`src/rtl/pc_gen.sv`:
```
// Program-counter generator for the IF stage. It holds the word-aligned fetch PC and
// presents it to instruction memory over a valid/ready handshake. The next PC is chosen
// with the priority exception > redirect > sequential. The block also provides a boot
// delay, halt/resume, capture of redirects that arrive while not running, and saturating
// performance counters.
module pc_gen #(
    parameter int unsigned          ADDR_W     = 30,
    parameter logic [ADDR_W-1:0]    RESET_VEC  = ADDR_W'(30'h0000BFF),
    parameter logic [ADDR_W-1:0]    EXC_VEC    = ADDR_W'(30'h0000040),
    parameter int unsigned          BOOT_DELAY = 2,
    parameter int unsigned          CNT_W      = 32
) (
    input  logic              clk,
    input  logic              reset,
    input  logic              pc_write_i,
    input  logic              redirect_i,
    input  logic [ADDR_W-1:0] redirect_pc_i,
    input  logic              exc_i,
    input  logic              halt_i,
    input  logic              fetch_ready_i,
    input  logic              cnt_clr_i,
    output logic              fetch_valid_o,
    output logic [ADDR_W-1:0] pc_o,
    output logic [ADDR_W+1:0] pc_byte_o,
    output logic              pending_o,
    output logic [1:0]        state_o,
    output logic [CNT_W-1:0]  cycle_cnt_o,
    output logic [CNT_W-1:0]  fetch_cnt_o,
    output logic [CNT_W-1:0]  stall_cnt_o
);

    localparam int unsigned BOOT_W = (BOOT_DELAY > 0) ? $clog2(BOOT_DELAY + 1) : 1;
    localparam logic [BOOT_W-1:0] BOOT_LAST = BOOT_W'(BOOT_DELAY);

    typedef enum logic [1:0] {
        StBoot = 2'b00,
        StRun  = 2'b01,
        StHold = 2'b10
    } state_e;

    state_e              state_q, state_d;
    logic [BOOT_W-1:0]   boot_cnt_q, boot_cnt_d;
    logic [ADDR_W-1:0]   pc_q, pc_d;
    logic                pend_q, pend_d;
    logic                pend_exc_q, pend_exc_d;
    logic [ADDR_W-1:0]   pend_pc_q, pend_pc_d;
    logic [CNT_W-1:0]    cycle_cnt_q, cycle_cnt_d;
    logic [CNT_W-1:0]    fetch_cnt_q, fetch_cnt_d;
    logic [CNT_W-1:0]    stall_cnt_q, stall_cnt_d;

    logic                fetch_valid;
    logic                advance;
    // Pending capture including this cycle's request, so a request arriving on the
    // resume cycle itself is still honoured when entering RUN.
    logic                pend_merge;
    logic                pend_exc_merge;
    logic [ADDR_W-1:0]   pend_pc_merge;

    assign fetch_valid = (state_q == StRun);
    assign advance     = fetch_valid & fetch_ready_i & pc_write_i;

    // Merge a new exception/redirect into the captured pending target.
    always_comb begin
        pend_merge     = pend_q;
        pend_exc_merge = pend_exc_q;
        pend_pc_merge  = pend_pc_q;
        if (exc_i) begin
            pend_merge     = 1'b1;
            pend_exc_merge = 1'b1;
            pend_pc_merge  = EXC_VEC;
        end else if (redirect_i && !(pend_q && pend_exc_q)) begin
            // A redirect never displaces a pending exception.
            pend_merge     = 1'b1;
            pend_exc_merge = 1'b0;
            pend_pc_merge  = redirect_pc_i;
        end
    end

    // Next-state, next-PC and pending-capture logic.
    always_comb begin
        state_d    = state_q;
        boot_cnt_d = boot_cnt_q;
        pc_d       = pc_q;
        pend_d     = pend_q;
        pend_exc_d = pend_exc_q;
        pend_pc_d  = pend_pc_q;
        unique case (state_q)
            StBoot: begin
                if (boot_cnt_q == BOOT_LAST) begin
                    state_d    = StRun;
                    pend_d     = 1'b0;
                    pend_exc_d = 1'b0;
                    if (pend_merge) begin
                        pc_d = pend_pc_merge;
                    end
                end else begin
                    boot_cnt_d = boot_cnt_q + BOOT_W'(1);
                    pend_d     = pend_merge;
                    pend_exc_d = pend_exc_merge;
                    pend_pc_d  = pend_pc_merge;
                end
            end
            StRun: begin
                if (exc_i) begin
                    pc_d = EXC_VEC;
                end else if (redirect_i) begin
                    pc_d = redirect_pc_i;
                end else if (advance && !halt_i) begin
                    // Wraps modulo 2^ADDR_W by construction.
                    pc_d = pc_q + ADDR_W'(1);
                end
                if (halt_i) begin
                    state_d = StHold;
                end
            end
            StHold: begin
                if (!halt_i) begin
                    state_d    = StRun;
                    pend_d     = 1'b0;
                    pend_exc_d = 1'b0;
                    if (pend_merge) begin
                        pc_d = pend_pc_merge;
                    end
                end else begin
                    pend_d     = pend_merge;
                    pend_exc_d = pend_exc_merge;
                    pend_pc_d  = pend_pc_merge;
                end
            end
            default: begin
                state_d = StBoot;
            end
        endcase
    end

    // Saturating performance counters; clear takes priority over increment.
    always_comb begin
        cycle_cnt_d = cycle_cnt_q;
        fetch_cnt_d = fetch_cnt_q;
        stall_cnt_d = stall_cnt_q;
        if (cnt_clr_i) begin
            cycle_cnt_d = '0;
            fetch_cnt_d = '0;
            stall_cnt_d = '0;
        end else begin
            if (cycle_cnt_q != '1) begin
                cycle_cnt_d = cycle_cnt_q + CNT_W'(1);
            end
            if (advance && (fetch_cnt_q != '1)) begin
                fetch_cnt_d = fetch_cnt_q + CNT_W'(1);
            end
            if (fetch_valid && !advance && (stall_cnt_q != '1)) begin
                stall_cnt_d = stall_cnt_q + CNT_W'(1);
            end
        end
    end

    // State, PC, pending and counter registers with asynchronous active-low reset.
    always_ff @(posedge clk or negedge reset) begin
        if (!reset) begin
            state_q     <= StBoot;
            boot_cnt_q  <= '0;
            pc_q        <= RESET_VEC;
            pend_q      <= 1'b0;
            pend_exc_q  <= 1'b0;
            pend_pc_q   <= '0;
            cycle_cnt_q <= '0;
            fetch_cnt_q <= '0;
            stall_cnt_q <= '0;
        end else begin
            state_q     <= state_d;
            boot_cnt_q  <= boot_cnt_d;
            pc_q        <= pc_d;
            pend_q      <= pend_d;
            pend_exc_q  <= pend_exc_d;
            pend_pc_q   <= pend_pc_d;
            cycle_cnt_q <= cycle_cnt_d;
            fetch_cnt_q <= fetch_cnt_d;
            stall_cnt_q <= stall_cnt_d;
        end
    end

    assign fetch_valid_o = fetch_valid;
    assign pc_o          = pc_q;
    assign pc_byte_o     = {pc_q, 2'b00};
    assign pending_o     = pend_q;
    assign state_o       = state_q;
    assign cycle_cnt_o   = cycle_cnt_q;
    assign fetch_cnt_o   = fetch_cnt_q;
    assign stall_cnt_o   = stall_cnt_q;

endmodule
```
`config.mk`:
```
export PLATFORM = sky130hd
export DESIGN_NAME = pc_gen
export DESIGN_NICKNAME = d
export VERILOG_FILES = /design/src/rtl/pc_gen.sv
export SDC_FILE = /design/constraint.sdc
export NUM_CORES = 1
export LEC_CHECK = 0
export ABC_AREA = 1
export ABC_CLOCK_PERIOD_IN_PS = 1700
export CORE_MARGIN = 8
export CORE_UTILIZATION = 47
export DETAILED_ROUTE_END_ITERATION = 10
export DONT_BUFFER_PORTS = 1
export RECOVER_POWER = 25
export SLEW_MARGIN = 20
export SYNTH_ARGS = -nofsm -noshare
export SYNTH_HDL_FRONTEND = slang
export SYNTH_SLANG_ARGS = --single-unit
```
`constraint.sdc`:
```
create_clock -name clk -period 1.7 [get_ports clk]
set_input_delay 0.255 -clock clk [delete_from_list [all_inputs] [get_ports clk]]
set_output_delay 0.255 -clock clk [all_outputs]
set_load 0.005 [all_outputs]
```
==> results.tsv <==
metric	value	unit
cts_root_buffer	clkbuf_16	
gp_congestion	0.9447	
core_region_area	0.02326	mm2
cp_data_required_time	2.07	ns
worst_pin_slew	0.7357	ns
tns	0	ns
clkSinkCount	162	
hold_class	in2async	
intPower	9994	uW
grt_max_degree	163	
period_minus_slack	1.672	ns
r2r-start	fetch_cnt_o[1]	
io_pins	200	
violations	negative hold slack	
wl_per_cell	17.52	um
ctsHoldBuffers	4	
final-hold-violation-count	164	
cap_viol_max_count	0	
diodes	0	
die_w	169.1	um
synth-main-ff-cell	dfrtp_1	
synth_cell_type_count	41	
cts_tree	built	
timing.reg2reg.worst_path_depth	12	
p_clk_frac	0.227	
clk_transition_reported_paths	0.08	ns
max_stage_delay	0.37	ns
status	complete, but fails checks	
synth_edf_count	0	
cts_buffer_depth	2	
port_buffers	0	
fin_nets	1893	
grt_pass1_wl	58.12	mm
critPathSlowestCell	dfrtp_1	
drc	0	
synth.most_common_cell	nand2_1	
synth_top_cell_area_share	0.3431	
num_vias	11810	
grt_usage	0.2516	
die_h	169.1	um
skew	0.01931	ns
critical_path_class	reg2reg	
yosysSeqAreaShare	0.3693	
grt_pass1_vias	11000	
cp_max_fo	6	
rsz0062_at_grt	yes	
yosysTopAreaCell	dfrtp_1	
yosys_warnings	0	
maxSlewViolCount	0	
synthesis.area	0.01101	mm2
rrSetupSlack	0.03	ns
switching_share	0.4104	
via_per_inst	5.415	
power.density	1227	mW/mm2
critPathLaunchType	flop	
fmax	598.1	MHz
reg2reg_to	fetch_cnt_o[7]	
drt-total-wl	38.20	mm
clock_latency	0.44	ns
placementRows	56	
crit_path_cell_trace	ha_2 -> nand2_2 -> nor2_4 -> nand2_2 -> nor2_4 -> nand2_2 -> nand2_2 -> nand2_2 -> clkinv_4 -> clkbuf_16 -> nand2_1 -> nand2_1	
syn_to_final_growth	25.40	%
place_inst	2117	
setup_viol	0	
slew_headroom	0.5079	
crit_arrival	2.04	ns
drt_iter0_drc	980	
seq_power_share	0.326	
synth_cells	1704	
antenna_left	0	
cts_max_level	4	
drt-pass1-iter-count	6	
yosys-top-cells-area	dfrtp_1, nand2_1, nor2_1, nand3_1, inv_1	
synth_common_cells	nand2_1, nor2_1, dfrtp_1, inv_1, nand3_1	
layout-drive-gt1-share	0.2223	
hold-worst-slack	-0.5005	ns
dpl.hpwl	26.04	mm
leakagePower	0.006570	uW
layoutNonFillerInstCount	2181	
cts_buffers	17	
ys_ff_latch	162	
worstSetupEndpointType	flop	
irDropWorstVdd	0.5825	mV
switchingPower	6955	uW
start_util	0.4734	
antenna_found_initial	0	
crit_top_cell	nand2_2	
synth_area_per_cell	6.463	um2
globalRouteOverflowTotal	0	
die_area	0.02859	mm2
ys_async_sr_fraction	1.000	
min_period_over_period	0.9836	
p_comb_frac	0.447	
-- final cells by class --
| cell class | count | area (um2) |
|---|---|---|
| Clock buffer | 18 | 439.2 |
| Clock inverter | 13 | 125.1 |
| Fill cell | 2263 | 9452 |
| Inverter | 149 | 588.1 |
| Multi-Input combinational cell | 1308 | 6262 |
| Sequential cell | 162 | 4085 |
| Tap cell | 319 | 399.1 |
| Timing Repair Buffer | 212 | 1912 |
-- sequential cells by signal, summed over array words and instances (netlist names) --
signal       cells
pending_o        1
boot_cnt_q       2
fetch_cnt_o     32
cycle_cnt_o     32
pc_o            30
pend_pc_q       30
stall_cnt_o     32
state_o          2
pend_exc_q       1
-- critical path, delay by kind of cell, from the launching register on --
family | cells | cell delay [ns]
AND/OR/NAND/NOR | 9 | 0.75
flip-flops | 1 | 0.37
buffers and inverters | 2 | 0.29
adder cells (fa/ha/maj) | 1 | 0.20
-- timing repair --
| item | in CTS | in global routing |
|---|---|---|
| setup buffers | 2 | 15 |
| cloned | 0 | 12 |
| hold endpoints to repair | 180 | 162 |
| gates resized for setup | 16 | 157 |
| endpoints found under the setup margin | 25 | 145 |
| pin swaps | 5 | 30 |
-- power by group through the flow --
stage          combinational, uW  clock (uW)  sequential [uW]
5_1_grt                     8300        4070             5610
6_report                    7570        3850             5520
3_3_place_gp                5860           0             5460
3_5_place_dp                5940           0             5480
2_1_floorplan               3980           0             5450
4_1_cts                     6020        3910             5430
-- cell families (layout without fill, tap and decap cells) --
kind of cell,Yosys count,in the layout,share of synthesized area
other cells,1,2,0.0003405
buf+inv,235,392,0.09873
fa+ha+maj,5,5,0.005681
compound gates,156,156,0.08305
flops,162,162,0.3693
simple gates,1124,1124,0.4262
xor+xnor,21,21,0.01670
-- layer usage --
| metal | vias up | track usage | share of wire |
|---|---|---|---|
| met4 | 0 | 0.07541 | 0.026 |
| met3 | 66 | 0.06033 | 0.087 |
| met5 | - | 0 | 0 |
| met2 | 487 | 0.4033 | 0.46 |
| met1 | 5529 | 0.3321 | 0.43 |
| li1 | 5728 | - | - |
-- through the flow --
stage / instance area (um2) / worst slack, ns / utilization / total power [uW]
final: 13810 / 0.02794 / 0.5937 / 16950
after global routing: 13810 / -0.06448 / 0.5937 / 17980
after CTS: 13020 / -0.006192 / 0.5599 / 15360
after detailed placement: 12350 / -0.04473 / 0.5309 / 11420
after global placement: 12350 / 0.003975 / 0.5309 / 11310
after floorplan: 11020 / 0.01738 / - / 9432
-- cells in the final DEF (no fill, tap or decap), types with 3 or more instances in the layout --
master,netlist,final
nand2_1,597,574
nor2_1,261,218
buf_4,34,179
dfrtp_1,151,137
nand3_1,138,135
inv_1,138,131
nand4_1,47,47
a21oi_1,49,45
nor3_1,42,33
o21ai_0,57,33
nor2_2,6,32
nand2_2,6,26
o211ai_1,25,25
clkbuf_16,0,25
o21ai_1,0,21
nor2_4,3,20
or2_2,18,18
dfrtp_2,0,14
inv_2,7,11
xor2_1,11,11
dfstp_2,11,11
xnor2_1,10,10
buf_6,6,10
buf_12,0,10
nor3_2,1,9
a21o_1,9,9
o21ai_2,5,8
nand2_4,2,5
clkinvlp_4,0,5
a21oi_2,1,5
inv_6,1,5
nand3_2,1,4
dlygate4sd3_1,0,4
a22oi_1,3,3
-- worst max-delay path by stage --
| stage | start | to |
|---|---|---|
| CTS | pc_o[8] | pc_o[21] |
| floorplan | stall_cnt_o[0] | stall_cnt_o[10] |
| global placement | pc_o[0] | pc_o[18] |
| finish | fetch_cnt_o[1] | fetch_cnt_o[7] |
| detailed placement | pc_o[6] | pc_o[27] |
| global route | pc_o[1] | pc_o[18] |
Power figures use the tool's default switching activity.
